### src/rtl/sccb_request_arbiter_pkg.sv
// Package: sccb_arb_pkg
// Purpose: shared constants for the SCCB request arbiter -- FSM state
//          encoding, timer width and SCCB register address/data width.
// Contents:
//   TIMER_W        width of the WAIT_BUSY / WAIT_DONE timer and gap counter
//   SCCB_W         width of an SCCB register address or data byte
//   ST_*           arbiter FSM state codes
package sccb_arb_pkg;

    localparam int TIMER_W = 32;
    localparam int SCCB_W  = 8;

    localparam logic [1:0] ST_IDLE      = 2'd0;
    localparam logic [1:0] ST_WAIT_BUSY = 2'd1;
    localparam logic [1:0] ST_WAIT_DONE = 2'd2;
    localparam logic [1:0] ST_GAP       = 2'd3;

endpackage

### src/rtl/sccb_request_arbiter_rr_select.sv
// Module: sccb_rr_select
// Purpose: combinational winner pick for the SCCB arbiter. Requester 0 can be
//          given absolute priority; otherwise the search starts just after the
//          last granted requester and wraps, giving round-robin fairness.
// Ports:
//   req_i         requester level vector
//   last_grant_i  index of the most recent grant
//   prio_req0_i   1: req_i[0] wins whenever it is set
//   valid_o       some requester is asking
//   idx_o         index of the winner (0 when valid_o is low)
module sccb_rr_select #(
    parameter int NUM_REQ = 2,
    localparam int IDW    = $clog2(NUM_REQ)
) (
    input  logic [NUM_REQ-1:0] req_i,
    input  logic [IDW-1:0]     last_grant_i,
    input  logic               prio_req0_i,
    output logic               valid_o,
    output logic [IDW-1:0]     idx_o
);

    logic found;
    int   j;

    always_comb begin
        valid_o = |req_i;
        idx_o   = '0;
        found   = 1'b0;
        j       = 0;
        if (prio_req0_i && req_i[0]) begin
            found = 1'b1;
        end else begin
            // Scan last+1, last+2, ... wrapping; the first set bit wins.
            for (int k = 1; k <= NUM_REQ; k++) begin
                j = int'(last_grant_i) + k;
                if (j >= NUM_REQ) j = j - NUM_REQ;
                if (!found && req_i[j[IDW-1:0]]) begin
                    idx_o = j[IDW-1:0];
                    found = 1'b1;
                end
            end
        end
    end

endmodule

### src/rtl/sccb_request_arbiter.sv
// Module: sccb_request_arbiter
// Purpose: shares one SCCB register-write interface among NUM_REQ requesters.
//          Grants one write at a time, issues a one-cycle start with the
//          latched address/data, follows the interface ready handshake to
//          completion (ready falls = accepted, ready rises = finished), reports
//          done or timeout per requester and enforces an idle gap afterwards.
// Ports:
//   clk, rst                  clock, synchronous active-high reset
//   req / req_addr / req_data per-requester level request and 8-bit payloads
//   req_ack / req_done / req_err  per-requester one-cycle status pulses
//   SCCB_interface_ready      interface idle/ready
//   SCCB_interface_addr/data  latched payload of the write in flight
//   SCCB_interface_start      one-cycle start pulse (same edge as req_ack)
//   busy                      high whenever the arbiter is not idle
//   grant_id                  index of the current/last granted requester
module sccb_request_arbiter
    import sccb_arb_pkg::*;
#(
    parameter int NUM_REQ        = 2,
    parameter int CLK_FREQ       = 25000000,
    parameter int GAP_CYCLES     = 250,
    parameter int TIMEOUT_CYCLES = 2500000,
    parameter int PRIORITY_REQ0  = 1,
    localparam int IDW           = $clog2(NUM_REQ)
) (
    input  logic                   clk,
    input  logic                   rst,
    input  logic [NUM_REQ-1:0]     req,
    input  logic [8*NUM_REQ-1:0]   req_addr,
    input  logic [8*NUM_REQ-1:0]   req_data,
    output logic [NUM_REQ-1:0]     req_ack,
    output logic [NUM_REQ-1:0]     req_done,
    output logic [NUM_REQ-1:0]     req_err,
    input  logic                   SCCB_interface_ready,
    output logic [SCCB_W-1:0]      SCCB_interface_addr,
    output logic [SCCB_W-1:0]      SCCB_interface_data,
    output logic                   SCCB_interface_start,
    output logic                   busy,
    output logic [IDW-1:0]         grant_id
);

    // Counts are in clk cycles; CLK_FREQ only documents the intended rate.
    // A non-positive timeout would underflow the compare value, so clamp to 1.
    localparam int TIMEOUT_EFF = (CLK_FREQ > 0 && TIMEOUT_CYCLES > 0) ? TIMEOUT_CYCLES : 1;
    localparam logic [TIMER_W-1:0] TIMEOUT_LAST = TIMER_W'(TIMEOUT_EFF - 1);
    localparam logic [TIMER_W-1:0] GAP_LOAD     = TIMER_W'(GAP_CYCLES);
    localparam logic [TIMER_W-1:0] TIMER_MAX    = '1;

    logic [1:0]         state_q, state_d;
    logic [TIMER_W-1:0] timer_q, timer_d;
    logic [TIMER_W-1:0] gap_q, gap_d;
    logic [IDW-1:0]     last_q, last_d;
    logic [IDW-1:0]     grant_q, grant_d;
    logic [SCCB_W-1:0]  addr_q, addr_d;
    logic [SCCB_W-1:0]  data_q, data_d;
    logic               start_q, start_d;
    logic               busy_q, busy_d;
    logic [NUM_REQ-1:0] ack_q, ack_d;
    logic [NUM_REQ-1:0] done_q, done_d;
    logic [NUM_REQ-1:0] err_q, err_d;

    logic               sel_valid;
    logic [IDW-1:0]     sel_idx;
    logic               timed_out;
    logic [TIMER_W-1:0] timer_inc;

    sccb_rr_select #(
        .NUM_REQ (NUM_REQ)
    ) u_sel (
        .req_i        (req),
        .last_grant_i (last_q),
        .prio_req0_i  (PRIORITY_REQ0 != 0),
        .valid_o      (sel_valid),
        .idx_o        (sel_idx)
    );

    assign timed_out = (timer_q == TIMEOUT_LAST);
    // Saturate instead of wrapping so a stuck timer can never alias back to 0.
    assign timer_inc = (timer_q == TIMER_MAX) ? timer_q : timer_q + TIMER_W'(1);

    always_comb begin
        state_d = state_q;
        timer_d = timer_q;
        gap_d   = gap_q;
        last_d  = last_q;
        grant_d = grant_q;
        addr_d  = addr_q;
        data_d  = data_q;
        start_d = 1'b0;
        ack_d   = '0;
        done_d  = '0;
        err_d   = '0;

        case (state_q)
            ST_IDLE: begin
                // Ready low here also covers an interface still finishing a
                // write that was in flight when the arbiter was reset.
                if (SCCB_interface_ready && sel_valid) begin
                    addr_d           = req_addr[int'(sel_idx)*SCCB_W +: SCCB_W];
                    data_d           = req_data[int'(sel_idx)*SCCB_W +: SCCB_W];
                    start_d          = 1'b1;
                    ack_d[sel_idx]   = 1'b1;
                    grant_d          = sel_idx;
                    last_d           = sel_idx;
                    timer_d          = '0;
                    state_d          = ST_WAIT_BUSY;
                end
            end
            ST_WAIT_BUSY: begin
                // Only the falling edge of ready means the interface took the
                // write; ready staying (or glitching) high is not progress.
                if (!SCCB_interface_ready) begin
                    timer_d = '0;
                    state_d = ST_WAIT_DONE;
                end else if (timed_out) begin
                    err_d[grant_q] = 1'b1;
                    gap_d          = GAP_LOAD;
                    state_d        = ST_GAP;
                end else begin
                    timer_d = timer_inc;
                end
            end
            ST_WAIT_DONE: begin
                if (SCCB_interface_ready) begin
                    done_d[grant_q] = 1'b1;
                    gap_d           = GAP_LOAD;
                    state_d         = ST_GAP;
                end else if (timed_out) begin
                    err_d[grant_q] = 1'b1;
                    gap_d          = GAP_LOAD;
                    state_d        = ST_GAP;
                end else begin
                    timer_d = timer_inc;
                end
            end
            default: begin
                // GAP: loaded with GAP_CYCLES, so it spans GAP_CYCLES+1 cycles.
                if (gap_q == '0) begin
                    state_d = ST_IDLE;
                end else begin
                    gap_d = gap_q - TIMER_W'(1);
                end
            end
        endcase

        busy_d = (state_d != ST_IDLE);
    end

    always_ff @(posedge clk) begin
        if (rst) begin
            state_q <= ST_IDLE;
            timer_q <= '0;
            gap_q   <= '0;
            // Makes requester 0 first in round-robin order after reset.
            last_q  <= IDW'(NUM_REQ - 1);
            grant_q <= '0;
            addr_q  <= '0;
            data_q  <= '0;
            start_q <= 1'b0;
            busy_q  <= 1'b0;
            ack_q   <= '0;
            done_q  <= '0;
            err_q   <= '0;
        end else begin
            state_q <= state_d;
            timer_q <= timer_d;
            gap_q   <= gap_d;
            last_q  <= last_d;
            grant_q <= grant_d;
            addr_q  <= addr_d;
            data_q  <= data_d;
            start_q <= start_d;
            busy_q  <= busy_d;
            ack_q   <= ack_d;
            done_q  <= done_d;
            err_q   <= err_d;
        end
    end

    assign req_ack              = ack_q;
    assign req_done             = done_q;
    assign req_err              = err_q;
    assign SCCB_interface_addr  = addr_q;
    assign SCCB_interface_data  = data_q;
    assign SCCB_interface_start = start_q;
    assign busy                 = busy_q;
    assign grant_id             = grant_q;

endmodule

### config.mk
export PLATFORM = sky130hd
export DESIGN_NAME = sccb_request_arbiter
export DESIGN_NICKNAME = d
export VERILOG_FILES = /design/src/rtl/sccb_request_arbiter_pkg.sv /design/src/rtl/sccb_request_arbiter_rr_select.sv /design/src/rtl/sccb_request_arbiter.sv
export SDC_FILE = /design/constraint.sdc
export NUM_CORES = 1
export LEC_CHECK = 0
export BUFFER_PORTS_ARGS = -buffer_cell sky130_fd_sc_hd__buf_2
export CAP_MARGIN = 25
export CORE_UTILIZATION = 53
export DETAILED_ROUTE_END_ITERATION = 6
export PLACE_DENSITY_LB_ADDON = 0.05
export SYNTH_ARGS = -nofsm -noshare
export SYNTH_HDL_FRONTEND = slang
export SYNTH_SLANG_ARGS = --single-unit
### constraint.sdc
create_clock -name clk -period 2.5 [get_ports clk]
set_input_delay 0.375 -clock clk [delete_from_list [all_inputs] [get_ports clk]]
set_output_delay 0.375 -clock clk [all_outputs]
set_load 0.02 [all_outputs]
==> impl_metrics.prom, run 1 <==
# TYPE chip_impl_metric gauge
chip_impl_metric{name="required",unit="ps"} 2760
chip_impl_info{name="worst-setup-path-type",value="reg -> reg"} 1
chip_impl_metric{name="syn-mean-instance-area",unit="µm²"} 8.31
chip_impl_metric{name="power.ir.vdd_worst",unit="mV"} 0.270
chip_impl_info{name="crit-reg2reg-launch",value="gap_q[25]"} 1
chip_impl_info{name="setup.worst_path.start_class",value="register"} 1
chip_impl_metric{name="hold_viol",unit=""} 0
chip_impl_info{name="ys.flop_type",value="dfxtp_1"} 1
chip_impl_metric{name="max_clock_freq",unit="MHz"} 416
chip_impl_info{name="critPathSlowestCell",value="or4_1"} 1
chip_impl_metric{name="first_pass_iters",unit=""} 5
chip_impl_metric{name="final_max_slew_viol_count",unit=""} 0
chip_impl_metric{name="slew-limit-headroom",unit=""} 0.485
chip_impl_metric{name="htree_levels",unit=""} 3
chip_impl_metric{name="die_width",unit="µm"} 99.4
chip_impl_info{name="yosysMostFrequentCell",value="dfxtp_1"} 1
chip_impl_metric{name="cts.reportedPaths.clkPinSlew",unit="ps"} 100
chip_impl_metric{name="initialDrtViolationCount",unit=""} 326
chip_impl_metric{name="grt_max_degree",unit=""} 35
chip_impl_metric{name="placed_cells",unit=""} 794
chip_impl_metric{name="clkLatencyLatePin",unit="ps"} 370
chip_impl_metric{name="min_delay_path_depth",unit=""} 3
chip_impl_metric{name="total_power",unit="mW"} 3.12
chip_impl_metric{name="ant_nets",unit=""} 0
chip_impl_metric{name="first_global_vias",unit=""} 4791
chip_impl_metric{name="post_drt_via_cell_ratio",unit=""} 6.43
chip_impl_metric{name="worst_case_setup_slack_after_placement",unit="ps"} 10.2
chip_impl_metric{name="worstMarginPinSlew",unit="ps"} 771
chip_impl_metric{name="timing.hold.ws",unit="ps"} 332
chip_impl_metric{name="num-nets-final",unit=""} 742
chip_impl_info{name="hp-start",value="req_addr[2]"} 1
chip_impl_metric{name="fraction_of_the_core_area_covered_by_cells_at_the_end_of_the_flow",unit=""} 0.655
chip_impl_metric{name="n_antenna_cell",unit=""} 0
chip_impl_metric{name="place.detailed.hpwl",unit="mm"} 10.0
chip_impl_metric{name="proportion_of_layout_cells_with_a_drive_suffix_above_1",unit=""} 0.217
chip_impl_metric{name="timing.final.ws_setup",unit="ps"} 94.3
chip_impl_metric{name="fin_tns_setup",unit="ps"} 0
chip_impl_info{name="post_synth_most_frequent_cells",value="dfxtp_1, a21oi_1, nand2_1, nor2_1, o31ai_1"} 1
chip_impl_metric{name="initial_utilization",unit=""} 0.546
chip_impl_metric{name="worst_path_largest_cell_delay",unit="ps"} 580
chip_impl_metric{name="ys_ff_latch",unit=""} 91
chip_impl_info{name="end_kind",value="register"} 1
chip_impl_info{name="worst_path_dominant_cell_family",value="simple AND/OR/NAND/NOR gates"} 1
chip_impl_metric{name="area_growth",unit="%"} 19.8
chip_impl_metric{name="routed_wl",unit="mm"} 14.0
chip_impl_metric{name="boundaryPins",unit=""} 62
chip_impl_metric{name="maxCapViolCount",unit=""} 0
chip_impl_metric{name="grt-ovfl-total",unit=""} 0
chip_impl_metric{name="synth.cell_area",unit="µm²"} 5020
chip_impl_metric{name="global_route_wire_length_before_repair",unit="mm"} 23.0
chip_impl_metric{name="layout.filler_cells",unit=""} 839
chip_impl_metric{name="track_usage",unit=""} 0.288
chip_impl_metric{name="detail_route.wl_per_cell",unit="µm"} 17.2
chip_impl_info{name="synthDominantAreaCellType",value="dfxtp_1"} 1
chip_impl_metric{name="path_buf_inv",unit=""} 0
chip_impl_metric{name="cp.depth",unit=""} 5
chip_impl_info{name="tritoncts_clock_tree",value="built"} 1
chip_impl_info{name="min-delay-path-class",value="in -> reg"} 1
chip_impl_metric{name="synthesis.yosys.warnings",unit=""} 0
chip_impl_info{name="post_synth_main_area_contributors",value="dfxtp_1, o31ai_1, a21oi_1, mux2i_1, or4_1"} 1
chip_impl_metric{name="layout.cells.non_filler",unit=""} 815
chip_impl_metric{name="fin_crit",unit="ps"} 2410
chip_impl_metric{name="die-height",unit="µm"} 99.4
chip_impl_info{name="run_status",value="completed"} 1
chip_impl_metric{name="tritoncts_num_sinks",unit=""} 91
chip_impl_metric{name="final_design_area_no_fill",unit="µm²"} 6020
chip_impl_metric{name="min_period_over_period",unit=""} 0.962
chip_impl_metric{name="ctsHoldBuffers",unit=""} 0
chip_impl_metric{name="synth.yosys.seq_area_share",unit=""} 0.363
chip_impl_metric{name="grt_antenna_before_repair",unit=""} 0
chip_impl_metric{name="arrival",unit="ps"} 2660
chip_impl_info{name="grt_setup_unrepaired",value="no"} 1
chip_impl_info{name="cts_root_buf",value="clkbuf_8"} 1
chip_impl_metric{name="worst_clock_skew",unit="ps"} 16.7
chip_impl_metric{name="synth-edff-count",unit=""} 0
chip_impl_metric{name="reg2reg_setup_slack",unit="ps"} 90
chip_impl_metric{name="synth_top_cell_area_share",unit=""} 0.363
chip_impl_metric{name="post-route-drc-count",unit=""} 0
chip_impl_metric{name="timing.critical_path.fanout_max",unit=""} 6
chip_impl_metric{name="core.rowCount",unit=""} 35
chip_impl_metric{name="clock_tree_buffer_depth",unit=""} 2
chip_impl_info{name="crit_path_cell_trace",value="or4_1 > or3_1 > o31ai_4 > nor2_1 > a221o_1"} 1
chip_impl_metric{name="core_area",unit="µm²"} 9200
chip_impl_metric{name="post_synth_inst_count",unit=""} 605
chip_impl_metric{name="ff2ff_path_depth",unit=""} 5
chip_impl_metric{name="buffer_ports.inserted",unit=""} 61
chip_impl_metric{name="setup_viol_count_final",unit=""} 0
chip_impl_metric{name="die_area",unit="µm²"} 9870
chip_impl_metric{name="syn-num-nets",unit=""} 648
chip_impl_metric{name="power.static_leakage",unit="nW"} 2.35
chip_impl_metric{name="finalWeightedCongestion",unit=""} 0.876
chip_impl_metric{name="cellPowerDensity",unit="nW/µm²"} 519
chip_impl_metric{name="cts_inserted_buffers",unit=""} 9
chip_impl_info{name="r2r_end",value="gap_q[22]"} 1
chip_impl_info{name="timing.hold.worst_endpoint",value="SCCB_interface_addr[2]"} 1
chip_impl_metric{name="detailroute.via_count",unit=""} 5240
chip_impl_metric{name="synthDistinctLibCells",unit=""} 65
chip_impl_metric{name="placed_cell_area",unit="µm²"} 5730
chip_impl_metric{name="synth-async-reset-ratio",unit=""} 0
[tightest hold or removal path, cell delays in order]
cell and delay (ps):
buf_2 90, mux2i_1 110, a211oi_1 80
[how the worst max path moves through the flow]
stage / startpoint / end / slack [ps]
global placement: timer_q[25] / gap_q[27] / 50
global route: gap_q[0] / gap_q[24] / 4
detailed placement: timer_q[25] / gap_q[22] / 10
CTS: gap_q[0] / gap_q[22] / 30
finish: gap_q[25] / gap_q[22] / 90
floorplan: gap_q[0] / gap_q[24] / 90
[registers in the layout (all words and copies together), names as in the netlist]
signal                count
SCCB_interface_data       8
busy                      1
req_err                   2
grant_id                  1
req_done                  2
SCCB_interface_addr       8
SCCB_interface_start      1
req_ack                   2
gap_q                    32
timer_q                  32
state_q                   2
[logic make-up after synthesis]
family | share of synthesized area
flip-flops | 0.363
XOR/XNOR | 0.00174
buffers and inverters | 0.0441
multiplexers | 0.0438
AND/OR/NAND/NOR | 0.285
adder cells (fa/ha/maj) | 0.0149
AO/OA/AOI/OAI | 0.248
[area by class of cell]
type                       instances  area (µm²)  area share
clock buffer                      12         165      0.0274
multi-input combinational        460        3040       0.504
inverter                          21        78.8      0.0131
clock inverter                     4        32.5     0.00540
tap                              111         139      0.0231
sequential                        91        1820       0.303
timing repair buffer             116         747       0.124
[power breakdown]
group	switching (mW)	total [mW]	leakage [nW]	internal (mW)
Combinational	0.364	0.608	1.52	0.244
Clock	0.541	0.990	0.0952	0.449
Sequential	0.0338	1.53	0.738	1.49
Total	0.939	3.12	2.35	2.18
[layer usage]
| metal | up-vias | part of all wire | global-route usage |
|---|---|---|---|
| met3 | 21 | 0.071 | 0.0534 |
| met2 | 192 | 0.46 | 0.468 |
| met5 | - | 0 | 0 |
| li1 | 2543 | - | - |
| met4 | 0 | 0.013 | 0.0803 |
| met1 | 2484 | 0.45 | 0.392 |
[what timing repair did]
| action | 4_1_cts | 5_1_grt |
|---|---|---|
| gates resized for setup | 2 | 8 |
| endpoints found under the setup margin | 3 | 22 |
| setup buffers | 0 | 4 |
| cloned | 0 | 1 |
| pin swaps | 0 | 3 |
[cells in the final DEF (no fill, tap or decap), types with 4 or more instances in the layout]
cell type,instances
nand3_1,19
nand4b_1,4
o21ai_1,5
and4_1,8
o22ai_1,4
nor3_1,19
a31oi_1,12
o21ai_0,17
and3_1,11
a211oi_1,21
nor3b_1,4
buf_4,52
nand4_1,12
nor4b_1,5
o311a_1,4
dfxtp_1,91
clkbuf_8,12
nand2_1,43
o31ai_1,30
buf_2,61
or4_1,23
ha_1,5
nor4_1,15
or3_1,13
a211o_1,5
mux2i_1,22
or2_2,5
a21oi_1,44
nand2b_1,9
inv_1,20
a221o_1,5
nor2_1,41
Power figures use the tool's default switching activity.
==> run 2: changes to the inputs <==
--- a/config.mk
+++ b/config.mk
@@ -9,6 +9,7 @@
 export CAP_MARGIN = 25
 export CORE_UTILIZATION = 53
 export DETAILED_ROUTE_END_ITERATION = 6
+export GPL_TIMING_DRIVEN = 0
 export PLACE_DENSITY_LB_ADDON = 0.05
 export SYNTH_ARGS = -nofsm -noshare
 export SYNTH_HDL_FRONTEND = slang
==> run 2 against run 1 <==
Net effect:
- fmax fell by 2.1%
- total power grew 1.0%
- global-route usage fell by 0.097 points
- via count up 0.27%
- largest cell class unchanged
- setup slack worse by 50 ps
- register-to-register slack worse by 50 ps
- critical endpoint is now timer_q[21]
==> impl_metrics.prom, run 2 (synthesis gave the netlist of run 1 again) <==
# TYPE chip_impl_metric gauge
chip_impl_metric{name="place.detailed.hpwl",unit="mm"} 9.85
chip_impl_metric{name="track_usage",unit=""} 0.287
chip_impl_info{name="most-common-layout-cells",value="dfxtp_1, buf_2, nand2_1"} 1
chip_impl_metric{name="ctsHoldBuffers",unit=""} 0
chip_impl_info{name="biggestRegsByFlops",value="gap_q (32), timer_q (32)"} 1
chip_impl_metric{name="initial_utilization",unit=""} 0.546
chip_impl_metric{name="detail_route.wl_per_cell",unit="µm"} 17.5
chip_impl_info{name="cts_root_buf",value="clkbuf_8"} 1
chip_impl_info{name="worst_path_dominant_cell_family",value="simple AND/OR/NAND/NOR gates"} 1
chip_impl_metric{name="cts.reportedPaths.clkPinSlew",unit="ps"} 100
chip_impl_metric{name="slew-limit-headroom",unit=""} 0.508
chip_impl_metric{name="ant_nets",unit=""} 0
chip_impl_info{name="crit_path_cell_trace",value="inv_1 > ha_2 > clkbuf_4 > nor3b_2 > a211o_4 > o311ai_4 > clkbuf_4 > or4_1 > a21oi_2"} 1
chip_impl_metric{name="grt_antenna_before_repair",unit=""} 0
chip_impl_metric{name="global_route_wire_length_before_repair",unit="mm"} 23.1
chip_impl_metric{name="path_buf_inv",unit=""} 3
chip_impl_metric{name="finalWeightedCongestion",unit=""} 0.873
chip_impl_metric{name="proportion_of_layout_cells_with_a_drive_suffix_above_1",unit=""} 0.220
chip_impl_metric{name="arrival",unit="ps"} 2750
chip_impl_metric{name="die-height",unit="µm"} 99.4
chip_impl_metric{name="clkLatencyLatePin",unit="ps"} 370
chip_impl_metric{name="die_area",unit="µm²"} 9870
chip_impl_info{name="setup.worst_path.start_class",value="register"} 1
chip_impl_metric{name="n_antenna_cell",unit=""} 0
chip_impl_metric{name="power.static_leakage",unit="nW"} 2.24
chip_impl_info{name="worst-setup-path-type",value="reg -> reg"} 1
chip_impl_metric{name="max_clock_freq",unit="MHz"} 407
chip_impl_info{name="crit_path_frequent_cell",value="clkbuf_4"} 1
chip_impl_metric{name="min_delay_path_depth",unit=""} 3
chip_impl_metric{name="die_width",unit="µm"} 99.4
chip_impl_metric{name="post_drt_via_cell_ratio",unit=""} 6.54
chip_impl_metric{name="area.sequential",unit="µm²"} 1840
chip_impl_info{name="crit-reg2reg-launch",value="state_q[1]"} 1
chip_impl_info{name="hp-start",value="req_data[6]"} 1
chip_impl_metric{name="timing.final.ws_setup",unit="ps"} 43.8
chip_impl_metric{name="maxCapViolCount",unit=""} 0
chip_impl_metric{name="first_pass_iters",unit=""} 5
chip_impl_metric{name="final_max_slew_viol_count",unit=""} 0
chip_impl_info{name="mostFrequentLayoutCell",value="dfxtp_1"} 1
chip_impl_metric{name="grt-ovfl-total",unit=""} 0
chip_impl_metric{name="core.rowCount",unit=""} 35
chip_impl_metric{name="placed_cells",unit=""} 776
chip_impl_info{name="grt_setup_unrepaired",value="yes"} 1
chip_impl_metric{name="core_area",unit="µm²"} 9200
chip_impl_metric{name="worst_clock_skew",unit="ps"} 13.0
chip_impl_metric{name="required",unit="ps"} 2800
chip_impl_info{name="r2r_end",value="timer_q[21]"} 1
chip_impl_metric{name="fin_crit",unit="ps"} 2460
chip_impl_info{name="critPathSlowestCell",value="or4_1"} 1
chip_impl_metric{name="grt_max_degree",unit=""} 17
chip_impl_metric{name="boundaryPins",unit=""} 62
chip_impl_metric{name="cellPowerDensity",unit="nW/µm²"} 529
chip_impl_metric{name="worstMarginPinSlew",unit="ps"} 738
chip_impl_metric{name="setup_viol_count_final",unit=""} 0
chip_impl_metric{name="timing.critical_path.fanout_max",unit=""} 10
chip_impl_metric{name="timing.hold.ws",unit="ps"} 332
chip_impl_info{name="end_kind",value="register"} 1
chip_impl_info{name="min-delay-path-class",value="in -> reg"} 1
chip_impl_metric{name="worst_path_largest_cell_delay",unit="ps"} 490
chip_impl_metric{name="ff2ff_path_depth",unit=""} 9
chip_impl_metric{name="reg2reg_setup_slack",unit="ps"} 40
chip_impl_metric{name="layout.filler_cells",unit=""} 830
chip_impl_metric{name="power.ir.vdd_worst",unit="mV"} 0.336
chip_impl_metric{name="min_period_over_period",unit=""} 0.982
chip_impl_metric{name="layout.cells.non_filler",unit=""} 803
chip_impl_metric{name="first_global_vias",unit=""} 4803
chip_impl_metric{name="buffer_ports.inserted",unit=""} 60
chip_impl_metric{name="post-route-drc-count",unit=""} 0
chip_impl_metric{name="tritoncts_num_sinks",unit=""} 91
chip_impl_metric{name="cts_inserted_buffers",unit=""} 9
chip_impl_metric{name="detailroute.via_count",unit=""} 5254
chip_impl_info{name="timing.hold.worst_endpoint",value="SCCB_interface_data[6]"} 1
chip_impl_metric{name="fraction_of_the_core_area_covered_by_cells_at_the_end_of_the_flow",unit=""} 0.649
chip_impl_metric{name="area_growth",unit="%"} 18.8
chip_impl_metric{name="area_occupied_by_multi_input_gates",unit="µm²"} 3150
chip_impl_metric{name="clock_tree_buffer_depth",unit=""} 2
chip_impl_metric{name="fin_tns_setup",unit="ps"} 0
chip_impl_info{name="tritoncts_clock_tree",value="built"} 1
chip_impl_metric{name="hold_viol",unit=""} 0
chip_impl_info{name="run_status",value="completed"} 1
chip_impl_metric{name="initialDrtViolationCount",unit=""} 425
chip_impl_metric{name="routed_wl",unit="mm"} 14.0
chip_impl_metric{name="num-nets-final",unit=""} 730
chip_impl_metric{name="worst_case_setup_slack_after_placement",unit="ps"} -374
chip_impl_metric{name="htree_levels",unit=""} 3
run 2: cell count changes in the layout (fill, tap and decap cells not counted), moves of 5 or more:
| cell | delta |
|---|---|
| buf_4 | -39 |
| clkbuf_1 | +17 |
| dfxtp_1 | -8 |
| dfxtp_2 | +6 |
| clkbuf_2 | +5 |
run 2: per-stage QoR:
| stage | instance area [µm²] | power (mW) |
|---|---|---|
| after floorplan | 5020 | 1.94 |
| after global placement | 5460 | 2.08 |
| after detailed placement | 5460 | 2.09 |
| after CTS | 5780 | 3.13 |
| after global routing | 5970 | 3.29 |
| final | 5970 | 3.16 |
run 2: layer usage:
| metal | global-route usage | wire length (µm) | share of wire | up-vias |
|---|---|---|---|---|
| met2 | 0.441 | 6340 | 0.45 | 214 |
| met5 | 0 | 0 | 0 | - |
| met3 | 0.0562 | 1090 | 0.078 | 21 |
| met4 | 0.105 | 225 | 0.016 | 0 |
| li1 | - | - | - | 2524 |
| met1 | 0.401 | 6370 | 0.45 | 2495 |
run 2: what timing repair did:
action,4_1_cts,5_1_grt
setup buffers,9,3
setup endpoints to repair,62,58
gates cloned,1,0
pin swaps,5,4
gates resized for setup,17,49
run 2: area by class of cell:
cell class                 count  share of cell area
clock inverter                 6              0.0119
multi-input combinational    459               0.528
clock buffer                  10              0.0214
timing repair buffer          73              0.0668
tap                          111              0.0233
sequential                    91               0.308
buffer                        32              0.0275
inverter                      21              0.0132
run 2: worst max path at each step:
stage	startpoint	to	slack, ps	depth (start not counted)
6_report	state_q[1]	timer_q[21]	40	9
5_1_grt	state_q[1]	timer_q[21]	-40	9
4_1_cts	state_q[1]	timer_q[21]	7	9
3_5_place_dp	state_q[1]	timer_q[21]	-370	9
3_3_place_gp	gap_q[0]	gap_q[22]	-360	7
2_1_floorplan	gap_q[0]	gap_q[24]	90	8
run 2: report_power, final:
part	internal, mW	switching [mW]
clock	0.474	0.567
sequential	1.49	0.0366
combinational	0.224	0.365
total	2.19	0.969
run 2: worst reg2reg max path: cells and delay by family, from the launching register on:
kind,cells,cell delay [ps]
adders and majority gates,1,310
buffers and inverters,3,470
AOI/OAI and AO/OA,3,500
and+or+nand+nor,2,710
DFF,1,400
